[src/rtl/writeback_unit.sv]
// writeback_unit: register-file writeback stage; buffers loads in a small FIFO and
// arbitrates them (fixed priority) against ALU results onto one registered write port.
// Optional feature macro: WB_LOAD_EXT_EN compiles in RISC-V load byte/half selection
// and sign/zero extension; without it every load writes the raw memory word.
module writeback_unit #(
    parameter int ADDR_WIDTH     = 5,
    parameter int DATA_WIDTH     = 32,
    parameter int LSU_FIFO_DEPTH = 2
) (
    input  logic                  clk,
    input  logic                  rst_n,
    input  logic                  alu_valid_i,
    output logic                  alu_ready_o,
    input  logic [ADDR_WIDTH-1:0] alu_rd_i,
    input  logic [DATA_WIDTH-1:0] alu_result_i,
    input  logic                  lsu_valid_i,
    output logic                  lsu_ready_o,
    input  logic [ADDR_WIDTH-1:0] lsu_rd_i,
    input  logic [31:0]           lsu_rdata_i,
    input  logic [2:0]            lsu_funct3_i,
    input  logic [1:0]            lsu_offset_i,
    output logic [ADDR_WIDTH-1:0] waddr_o,
    output logic [DATA_WIDTH-1:0] wdata_o,
    output logic                  we_o,
    output logic                  busy_o
);
    localparam int PTR_W = $clog2(LSU_FIFO_DEPTH);
    localparam int CNT_W = $clog2(LSU_FIFO_DEPTH + 1);
    localparam logic [CNT_W-1:0] DEPTH_C = CNT_W'(LSU_FIFO_DEPTH);

    logic [ADDR_WIDTH-1:0] r_rd_mem   [LSU_FIFO_DEPTH];
    logic [31:0]           r_data_mem [LSU_FIFO_DEPTH];
`ifdef WB_LOAD_EXT_EN
    logic [2:0]            r_f3_mem   [LSU_FIFO_DEPTH];
    logic [1:0]            r_off_mem  [LSU_FIFO_DEPTH];
`endif
    logic [PTR_W-1:0]      r_wptr;
    logic [PTR_W-1:0]      r_rptr;
    logic [CNT_W-1:0]      r_count;
    logic                  r_we;
    logic [ADDR_WIDTH-1:0] r_waddr;
    logic [DATA_WIDTH-1:0] r_wdata;

    logic                  w_empty;
    logic                  w_full;
    logic                  w_enq;
    logic                  w_deq;
    logic                  w_alu_xfer;
    logic [ADDR_WIDTH-1:0] w_head_rd;
    logic [31:0]           w_head_data;
    logic [31:0]           w_load_data;

    // Ready signals come purely from FIFO occupancy, never from the valid inputs.
    // A full FIFO refuses a load even while it dequeues; a non-empty FIFO always
    // dequeues, which is what stalls the ALU.
    assign w_empty     = r_count == '0;
    assign w_full      = r_count == DEPTH_C;
    assign lsu_ready_o = !w_full;
    assign alu_ready_o = w_empty;
    assign busy_o      = !w_empty;
    assign w_enq       = lsu_valid_i && !w_full;
    assign w_deq       = !w_empty;
    assign w_alu_xfer  = alu_valid_i && w_empty;
    assign w_head_rd   = r_rd_mem[r_rptr];
    assign w_head_data = r_data_mem[r_rptr];

    assign waddr_o = r_waddr;
    assign wdata_o = r_wdata;
    assign we_o    = r_we;

`ifdef WB_LOAD_EXT_EN
    logic [2:0]  w_head_f3;
    logic [1:0]  w_head_off;
    logic [7:0]  w_b;
    logic [15:0] w_h;

    assign w_head_f3  = r_f3_mem[r_rptr];
    assign w_head_off = r_off_mem[r_rptr];
    assign w_b = w_head_off == 2'd0 ? w_head_data[7:0]   :
                 w_head_off == 2'd1 ? w_head_data[15:8]  :
                 w_head_off == 2'd2 ? w_head_data[23:16] : w_head_data[31:24];
    assign w_h = w_head_off[1] ? w_head_data[31:16] : w_head_data[15:0];

    // Extend the head entry by load type; reserved encodings behave as a full word.
    always_comb begin
        case (w_head_f3)
            3'b000:  w_load_data = {{24{w_b[7]}}, w_b};
            3'b001:  w_load_data = {{16{w_h[15]}}, w_h};
            3'b100:  w_load_data = {24'd0, w_b};
            3'b101:  w_load_data = {16'd0, w_h};
            default: w_load_data = w_head_data;
        endcase
    end

    // Load type and offset travel with the entry so extension happens at dequeue.
    always_ff @(posedge clk) begin
        if (rst_n && w_enq) begin
            r_f3_mem[r_wptr]  <= lsu_funct3_i;
            r_off_mem[r_wptr] <= lsu_offset_i;
        end
    end
`else
    logic w_unused_ext;

    assign w_unused_ext = ^{lsu_funct3_i, lsu_offset_i};
    assign w_load_data  = w_head_data;
`endif

    // Capture an accepted load into the slot at the write pointer.
    always_ff @(posedge clk) begin
        if (rst_n && w_enq) begin
            r_rd_mem[r_wptr]   <= lsu_rd_i;
            r_data_mem[r_wptr] <= lsu_rdata_i;
        end
    end

    // Circular pointers wrap naturally (depth is a power of two); count tracks occupancy.
    always_ff @(posedge clk) begin
        if (!rst_n) begin
            r_wptr  <= '0;
            r_rptr  <= '0;
            r_count <= '0;
        end else begin
            if (w_enq)
                r_wptr <= r_wptr + PTR_W'(1);
            if (w_deq)
                r_rptr <= r_rptr + PTR_W'(1);
            if (w_enq && !w_deq)
                r_count <= r_count + CNT_W'(1);
            else if (!w_enq && w_deq)
                r_count <= r_count - CNT_W'(1);
        end
    end

    // Registered write port: buffered load first, else ALU; rd 0 updates address/data
    // but never asserts the write enable; idle cycles hold address/data.
    always_ff @(posedge clk) begin
        if (!rst_n) begin
            r_we    <= 1'b0;
            r_waddr <= '0;
            r_wdata <= '0;
        end else if (w_deq) begin
            r_we    <= w_head_rd != '0;
            r_waddr <= w_head_rd;
            r_wdata <= DATA_WIDTH'(w_load_data);
        end else if (w_alu_xfer) begin
            r_we    <= alu_rd_i != '0;
            r_waddr <= alu_rd_i;
            r_wdata <= alu_result_i;
        end else begin
            r_we    <= 1'b0;
        end
    end
endmodule

[config.mk]
export PLATFORM = sky130hd
export DESIGN_NAME = writeback_unit
export DESIGN_NICKNAME = d
export VERILOG_FILES = /design/src/rtl/writeback_unit.sv
export SDC_FILE = /design/constraint.sdc
export NUM_CORES = 1
export LEC_CHECK = 0
export CORE_UTILIZATION = 44
export DETAILED_ROUTE_END_ITERATION = 12
export PLACE_DENSITY = 0.76
export SYNTH_ARGS = -nofsm -noshare
export SYNTH_HDL_FRONTEND = slang
export SYNTH_SLANG_ARGS = --single-unit
[constraint.sdc]
create_clock -name clk -period 5.4 [get_ports clk]
set_clock_uncertainty 0.1 [all_clocks]
set_input_delay 0.81 -clock clk [delete_from_list [all_inputs] [get_ports clk]]
set_output_delay 0.81 -clock clk [all_outputs]
set_load 0.02 [all_outputs]
==> results of run 1 <==
-- routing by layer --
layer	track usage, %	wire, um	up-vias
met4	8.13	117	0
met5	0	0	-
li1	-	-	1476
met1	21.3	4090	1436
met2	29.7	4770	84
met3	4.33	362	6
-- layout by cell type (no fill, tap or decap) --
cell type          n
edfxtp_1          74
nor4_2             1
clkinv_2           3
o2111ai_2          1
clkbuf_8           4
inv_1              2
or4_1              2
xnor2_1            1
clkbuf_16         16
dfxtp_2            1
buf_2              1
clkdlybuf4s50_1  117
or3_1              2
ha_1               1
a21oi_1            2
nor3_1             2
o41ai_2            1
dfxtp_1           42
a211oi_1          45
clkinv_4           1
o21ai_0            2
nor2_4             1
clkinv_1           1
xor2_1             2
buf_4              4
clkinvlp_4         2
nor2_1             4
nor2b_1           38
or4b_1             1
clkbuf_1           3
a211oi_2          29
inv_2              2
and3_2             1
mux2i_1           37
bufinv_16          2
-- tightest hold or removal path, stage by stage, from the launching register on --
cell and delay [ps]:
dfxtp_1 330, xnor2_1 90, nor2_1 80
-- power by group --
group          leakage (nW)  internal [W]  switching, W
clock                 0.275      0.000689      0.000369
combinational         0.963      0.000476      0.000556
sequential             1.04       0.00113     0.0000988
total                  2.27       0.00230       0.00102
-- synth_stat cells, types with 2 or more instances --
| library cell | count | area share (%) |
|---|---|---|
| edfxtp_1 | 74 | 47 |
| a211oi_1 | 45 | 7.1 |
| dfxtp_1 | 43 | 18 |
| nor2b_1 | 38 | 5.0 |
| mux2i_1 | 37 | 7.8 |
| a211oi_2 | 29 | 7.6 |
| buf_2 | 8 | 0.84 |
| buf_6 | 7 | 1.7 |
| buf_4 | 4 | 0.63 |
| clkbuf_1 | 4 | 0.32 |
| nor2_1 | 4 | 0.32 |
| a21oi_1 | 2 | 0.21 |
| inv_1 | 2 | 0.16 |
| nor3_1 | 2 | 0.21 |
| o21ai_0 | 2 | 0.21 |
| or3_1 | 2 | 0.26 |
| or4_1 | 2 | 0.32 |
| xor2_1 | 2 | 0.37 |
-- flip-flops by register name, indices dropped and copies added (netlist names), named ones only --
name        count
we_o            1
waddr_o         5
wdata_o        32
r_data_mem     64
r_count         2
r_wptr          1
r_rd_mem       10
r_rptr          1
-- cell families after synthesis --
| family | share of synthesized area [%] |
|---|---|
| DFF | 65.0 |
| and+or+nand+nor | 6.72 |
| AOI/OAI and AO/OA | 15.8 |
| xor gates and xnor gates | 0.554 |
| buffers and inverters | 3.85 |
| adders and majority gates | 0.264 |
| muxes | 7.80 |
-- per-stage QoR --
stage	setup WS, ps	hold slack (ps)	cell area, um2	util, %	total power (W)
floorplan	200	367	4750	-	0.00191
finish	2000	425	6540	63.0	0.00332
global route	1840	448	6540	63.0	0.00348
CTS	1940	421	6540	63.0	0.00336
detailed placement	2310	407	5970	57.6	0.00229
global placement	2360	395	5970	57.6	0.00227
-- final cells by class --
type | count | area [um2]
multi-input combinational | 173 | 1490
tap | 136 | 170
fill | 790 | 3830
sequential | 117 | 3080
clock inverter | 9 | 103
inverter | 4 | 15.0
clock buffer | 23 | 467
timing repair buffer | 122 | 1210
-- path summary, 6_finish.rpt --
kind / start / end / slack [ps] / cells after the start
worst max-delay path: r_count[0]$_SDFFE_PN0P_ / busy_o / 2000 / 4
worst min-delay path: r_rptr$_SDFFE_PN0P_ / flop / 420 / 2
worst max register to register: r_count[0]$_SDFFE_PN0P_ / r_count[1]$_SDFFE_PN0P_ / 3070 / 5
worst min register to register: r_rptr$_SDFFE_PN0P_ / flop / 420 / 2
==> impl_metrics.env, run 1 <==
export IMPL_viasPerCell=5.14
export IMPL_tritoncts="yes"
export IMPL_io_buffers=118
export IMPL_arrival_ps=2490
export IMPL_die_y_um=106
export IMPL_globalplace_congestion=0.737
export IMPL_status="finished clean"
export IMPL_grt_usage_pct=17.6
export IMPL_post_cts_buffers=0
export IMPL_ant_nets=0
export IMPL_syn_num_nets=402
export IMPL_drive_gt1_share_pct=15.6
export IMPL_fin_cells=584
export IMPL_async_flop_share_pct=0
export IMPL_power_density_nw_per_um2=508
export IMPL_grt_start_max_net_pins=48
export IMPL_crit_slowest_cell="clkdlybuf4s50_1"
export IMPL_start_util_pct=45.8
export IMPL_setup_violations=0
export IMPL_crit_buf_inv=3
export IMPL_slowest_delay_ps=560
export IMPL_cts_sinks=117
export IMPL_grt_pass1_vias=2988
export IMPL_crit_family="buffers and inverters"
export IMPL_syn_area_per_cell_um2=14.9
export IMPL_via_count=3002
export IMPL_tightest_slew_ps=1160
export IMPL_dr_pass1_iters=4
export IMPL_cts_max_level=4
export IMPL_synth_ff_type="edfxtp_1"
export IMPL_ir_drop_mv=0.244
export IMPL_first_iter_violations=68
export IMPL_ys_ff_latch=117
export IMPL_synth_cells=318
export IMPL_drc=0
export IMPL_clk_pin_slew_ps=50
export IMPL_cap_viol_max_count=0
export IMPL_slew_violations=0
export IMPL_hold_viol_final=0
export IMPL_max_freq_mhz=294
export IMPL_wirelength_um=9350
export IMPL_power_leakage_nw=2.27
export IMPL_grt_first_pass_wirelength_um=14900
export IMPL_dp_cells=552
export IMPL_fin_crit_sh_pct=62.9
export IMPL_antenna_found_initial=0
export IMPL_crit_path_max_fanout=30
export IMPL_post_cts_resize_count=0
export IMPL_hpwlAfterDp_um=5880
export IMPL_timing_setup_tns_ps=0
export IMPL_overflow=0
export IMPL_wl_per_cell_um=16.0
export IMPL_synth_warnings=0
export IMPL_critical_path_class="reg -> out"
export IMPL_ys_types=29
export IMPL_clk_latency_ps=500
export IMPL_rsz0062_at_grt="no"
export IMPL_die_area_um2=11200
export IMPL_core_um2=10400
export IMPL_min_period_ps=3400
export IMPL_yosysSeqAreaShare_pct=65.0
export IMPL_rows=37
export IMPL_synth_edff_count=74
export IMPL_io_pins=124
export IMPL_hold_class="reg -> reg"
export IMPL_relSlewSlack_pct=22.7
export IMPL_required_ps=4490
export IMPL_cts_buffer_depth=2
export IMPL_crit_path_end_kind="primary output"
export IMPL_postCtsHoldBufs=0
export IMPL_die_w_um=106
export IMPL_synth_area_um2=4750
export IMPL_path_cells="nor2_4, buf_4, inv_2, clkdlybuf4s50_1"
export IMPL_startpoint_type="flop"
export IMPL_nets=519
export IMPL_antenna_diode_count=0
export IMPL_cts_buffers=17
export IMPL_cts_root_buffer="clkbuf_8"
export IMPL_synthToLayoutAreaGrowth_pct=37.8
(Power assumes the default switching activity.)
==> run 2, diff against run 1 <==
--- a/config.mk
+++ b/config.mk
@@ -5,9 +5,9 @@
 export SDC_FILE = /design/constraint.sdc
 export NUM_CORES = 1
 export LEC_CHECK = 0
-export CORE_UTILIZATION = 44
+export CORE_UTILIZATION = 49
 export DETAILED_ROUTE_END_ITERATION = 12
-export PLACE_DENSITY = 0.76
+export PLACE_DENSITY = 0.8
 export SYNTH_ARGS = -nofsm -noshare
 export SYNTH_HDL_FRONTEND = slang
 export SYNTH_SLANG_ARGS = --single-unit
==> constraint.sdc (replaced) <==
create_clock -name clk -period 3.25 [get_ports clk]
set_clock_uncertainty 0.1 [all_clocks]
set_input_delay 0.4875 -clock clk [delete_from_list [all_inputs] [get_ports clk]]
set_output_delay 0.4875 -clock clk [all_outputs]
set_load 0.02 [all_outputs]
==> impl_metrics.env, run 2 (synthesis gave the netlist of run 1 again) <==
export IMPL_status="finished clean"
export IMPL_power_density_nw_per_um2=847
export IMPL_fin_crit_sh_pct=84.7
export IMPL_nets=523
export IMPL_post_cts_buffers=0
export IMPL_wirelength_um=9130
export IMPL_critical_path_class="reg -> out"
export IMPL_crit_path_end_kind="primary output"
export IMPL_tritoncts="yes"
export IMPL_overflow=0
export IMPL_required_ps=2660
export IMPL_ir_drop_mv=0.550
export IMPL_layout_commonest_cell="clkdlybuf4s50_1"
export IMPL_final_util_pct=70.8
export IMPL_drive_gt1_share_pct=17.0
export IMPL_tightest_slew_ps=656
export IMPL_wl_per_cell_um=15.7
export IMPL_cts_buffer_depth=2
export IMPL_die_area_um2=10100
export IMPL_final_area_um2=6610
export IMPL_largest_register="r_data_mem"
export IMPL_rows=35
export IMPL_power_leakage_nw=2.30
export IMPL_grt_usage_pct=18.7
export IMPL_antenna_diode_count=0
export IMPL_first_iter_violations=105
export IMPL_io_buffers=118
export IMPL_antenna_found_initial=0
export IMPL_crit_path_max_fanout=23
export IMPL_relSlewSlack_pct=56.2
export IMPL_viasPerCell=5.17
export IMPL_min_period_ps=2750
export IMPL_postCtsHoldBufs=0
export IMPL_die_w_um=100
export IMPL_hold_viol_final=0
export IMPL_die_y_um=100
export IMPL_dr_pass1_iters=4
export IMPL_cap_viol_max_count=0
export IMPL_crit_start="r_count[0]$_SDFFE_PN0P_"
export IMPL_place_area_um2=6010
export IMPL_fin_cells=581
export IMPL_ant_nets=0
export IMPL_hold_class="reg -> reg"
export IMPL_max_freq_mhz=363
export IMPL_via_count=3004
export IMPL_slew_violations=0
export IMPL_final_cell_mix="117 x clkdlybuf4s50_1, 74 x edfxtp_1, 45 x a211oi_1, 42 x dfxtp_1, 38 x nor2b_1"
export IMPL_post_cts_resize_count=0
export IMPL_timing_setup_tns_ps=0
export IMPL_io_pins=124
export IMPL_grt_start_max_net_pins=45
export IMPL_cts_sinks=117
export IMPL_arrival_ps=2160
export IMPL_clk_latency_ps=500
export IMPL_setup_violations=0
export IMPL_rsz0062_at_grt="no"
export IMPL_globalplace_congestion=0.721
export IMPL_r2r_start="r_count[0]$_SDFFE_PN0P_"
export IMPL_min_from="r_rptr$_SDFFE_PN0P_"
export IMPL_clk_pin_slew_ps=50
export IMPL_hpwlAfterDp_um=6020
export IMPL_cts_max_level=4
export IMPL_grt_pass1_vias=2869
export IMPL_synthToLayoutAreaGrowth_pct=39.2
export IMPL_core_um2=9330
export IMPL_start_util_pct=50.9
export IMPL_dp_cells=549
export IMPL_cts_root_buffer="clkbuf_8"
export IMPL_grt_first_pass_wirelength_um=14100
export IMPL_drc=0
export IMPL_largest_reg_flops=64
export IMPL_cts_buffers=17
export IMPL_startpoint_type="flop"
==> run 2: layout make-up <==
class	instances	area, um2
flip-flops and latches	117	3080
fillers	643	2720
multi-input cells	173	1500
repair buffers	126	1250
clock buffers	17	414
clock inverters	15	181
well taps	129	161
inverters	4	15.0
==> run 2: worst max-delay path, cell delays in order (launching register included) <==
cell	delay, ps
dfxtp_1	370
nor2_4	550
inv_2	140
clkdlybuf4s50_1	600
==> run 2: metrics by stage <==
stage	power, W	worst slack [ps]	hold WS, ps
6_report	0.00559	499	426
5_1_grt	0.00585	395	454
4_1_cts	0.00566	464	428
3_5_place_dp	0.00381	770	411
3_3_place_gp	0.00376	860	397
2_1_floorplan	0.00317	762	378
==> run 2: final timing paths <==
| check | to | slack [ps] | depth (start not counted) |
|---|---|---|---|
| worst min register to register | flop | 430 | 2 |
| worst max-delay path | busy_o | 500 | 3 |
| worst min-delay path | flop | 430 | 2 |
| worst max register to register | r_count[1]$_SDFFE_PN0P_ | 1230 | 4 |
==> run 2: power breakdown <==
| group | switching [W] | internal [W] | total [W] |
|---|---|---|---|
| clock | 0.000659 | 0.00117 | 0.00183 |
| sequential | 0.000172 | 0.00188 | 0.00205 |
| combinational | 0.000915 | 0.000796 | 0.00171 |
==> run 2: per-layer routing <==
metal	GRT usage, %	vias to the layer above	share of wire, %
met1	22.2	1438	42
met2	32.5	71	53
met3	4.11	15	3.6
met4	8.92	0	2.0
met5	0	-	0
li1	-	1480	-
==> run 3, diff against run 2 <==
==> constraint.sdc (replaced) <==
create_clock -name clk -period 2.65 [get_ports clk]
set_clock_uncertainty 0.1 [all_clocks]
set_input_delay 0.3975 -clock clk [delete_from_list [all_inputs] [get_ports clk]]
set_output_delay 0.3975 -clock clk [all_outputs]
set_load 0.02 [all_outputs]
==> impl_metrics.env, run 3 (synthesis gave the netlist of run 1 again) <==
export IMPL_status="finished clean"
export IMPL_critical_path_class="reg -> out"
export IMPL_layout_commonest_cell="clkdlybuf4s50_1"
export IMPL_synthToLayoutAreaGrowth_pct=41.7
export IMPL_die_area_um2=10100
export IMPL_post_cts_resize_count=0
export IMPL_clk_latency_ps=490
export IMPL_cts_max_level=4
export IMPL_required_ps=2150
export IMPL_worstRegToRegCells=5
export IMPL_setup_violations=0
export IMPL_grt_pass1_vias=3117
export IMPL_place_area_um2=6040
export IMPL_rsz0062_at_grt="no"
export IMPL_ant_nets=0
export IMPL_dp_cells=550
export IMPL_drive_gt1_share_pct=17.2
export IMPL_overflow=0
export IMPL_final_area_um2=6720
export IMPL_tritoncts="yes"
export IMPL_crit_path_end_kind="primary output"
export IMPL_fillCellCount=647
export IMPL_largest_register="r_data_mem"
export IMPL_via_count=3046
export IMPL_fin_cells=582
export IMPL_rows=35
export IMPL_globalplace_congestion=0.758
export IMPL_cts_sinks=117
export IMPL_fin_crit_sh_pct=93.0
export IMPL_nets=524
export IMPL_die_y_um=100
export IMPL_cts_buffer_depth=2
export IMPL_r2r_start="r_count[0]$_SDFFE_PN0P_"
export IMPL_hold_path_depth=1
export IMPL_final_util_pct=72.1
export IMPL_postCtsHoldBufs=0
export IMPL_crit_start="r_count[1]$_SDFFE_PN0P_"
export IMPL_io_pins=124
export IMPL_antenna_diode_count=0
export IMPL_max_freq_mhz=406
export IMPL_slew_violations=0
export IMPL_seq_area_um2=3080
export IMPL_cap_viol_max_count=0
export IMPL_drc=0
export IMPL_core_um2=9330
export IMPL_dr_pass1_iters=4
export IMPL_largest_reg_flops=64
export IMPL_relSlewSlack_pct=60.5
export IMPL_grt_start_max_net_pins=45
export IMPL_die_w_um=100
export IMPL_power_leakage_nw=2.36
export IMPL_grt_usage_pct=20.1
export IMPL_startpoint_type="flop"
export IMPL_post_cts_buffers=0
export IMPL_power_density_nw_per_um2=1080
export IMPL_grt_first_pass_wirelength_um=15100
export IMPL_wl_per_cell_um=16.2
export IMPL_io_buffers=118
export IMPL_hpwlAfterDp_um=5960
export IMPL_worst_r2r_endpoint="r_count[1]$_SDFFE_PN0P_"
export IMPL_min_period_ps=2460
export IMPL_first_iter_violations=96
export IMPL_timing_setup_tns_ps=0
export IMPL_hold_viol_final=0
export IMPL_multi_input_area_um2=1500
export IMPL_layout_setup_ws_ps=185
export IMPL_tightest_slew_ps=593
export IMPL_crit_end="lsu_ready_o"
export IMPL_min_from="lsu_rdata_i[17]"
export IMPL_rrSetupSlack_ps=680
export IMPL_cts_buffers=17
export IMPL_crit_path_max_fanout=5
export IMPL_hold_class="in -> reg"
export IMPL_clk_pin_slew_ps=60
export IMPL_final_cell_mix="117 x clkdlybuf4s50_1, 74 x edfxtp_1, 45 x a211oi_1, 42 x dfxtp_1, 38 x nor2b_1"
export IMPL_start_util_pct=50.9
export IMPL_ir_drop_mv=0.565
export IMPL_arrival_ps=1970
export IMPL_cts_root_buffer="clkbuf_8"
export IMPL_wirelength_um=9410
export IMPL_viasPerCell=5.23
export IMPL_pre_cts_ws_ps=563
export IMPL_antenna_found_initial=0
==> run 3: cell count changes in the layout (fill, tap and decap cells not counted), sizes merged <==
cell and change:
clkinvlp -2, clkbuf +3, inv -2, clkinv -2, bufinv +3, buf +1
==> run 3: power by group <==
| part | total, W | internal, W | switching, W |
|---|---|---|---|
| logic | 0.00219 | 0.00100 | 0.00119 |
| clock network | 0.00257 | 0.00180 | 0.000768 |
| registers | 0.00248 | 0.00231 | 0.000170 |
==> run 3: worst max-delay path: stages (launching register included) <==
cell and delay (ps):
dfxtp_1 400, nor2b_1 410, inv_1 110, clkdlybuf4s50_1 550
==> run 3: final cells by class <==
class / instances / area share, %
multi-input cells: 173 / 22.3
well taps: 129 / 2.40
repair buffers: 127 / 19.1
clock buffers: 20 / 6.79
clock inverters: 12 / 3.31
flip-flops and latches: 117 / 45.9
inverters: 4 / 0.223
==> run 3: how the worst min path moves through the flow <==
stage                                        to  slack, ps
floorplan               r_count[1]$_SDFFE_PN0P_        380
finish              r_data_mem[0][17]$_DFFE_PP_        380
global placement            r_rptr$_SDFFE_PN0P_        390
global route         r_data_mem[1][2]$_DFFE_PP_        350
detailed placement                         flop        410
CTS                  r_data_mem[1][2]$_DFFE_PP_        360
==> run 3: routing by layer <==
| layer | vias to the layer above | part of all wire (%) | GRT usage [%] |
|---|---|---|---|
| li1 | 1492 | - | - |
| met1 | 1459 | 41 | 22.2 |
| met2 | 80 | 53 | 35.8 |
| met3 | 15 | 3.2 | 4.87 |
| met4 | 0 | 2.8 | 10.3 |
| met5 | - | 0 | 0 |
==> run 3: through the flow <==
stage	hold slack (ps)	power [W]
floorplan	378	0.00389
detailed placement	408	0.00471
global route	347	0.00756
CTS	356	0.00730
finish	380	0.00723
global placement	395	0.00464
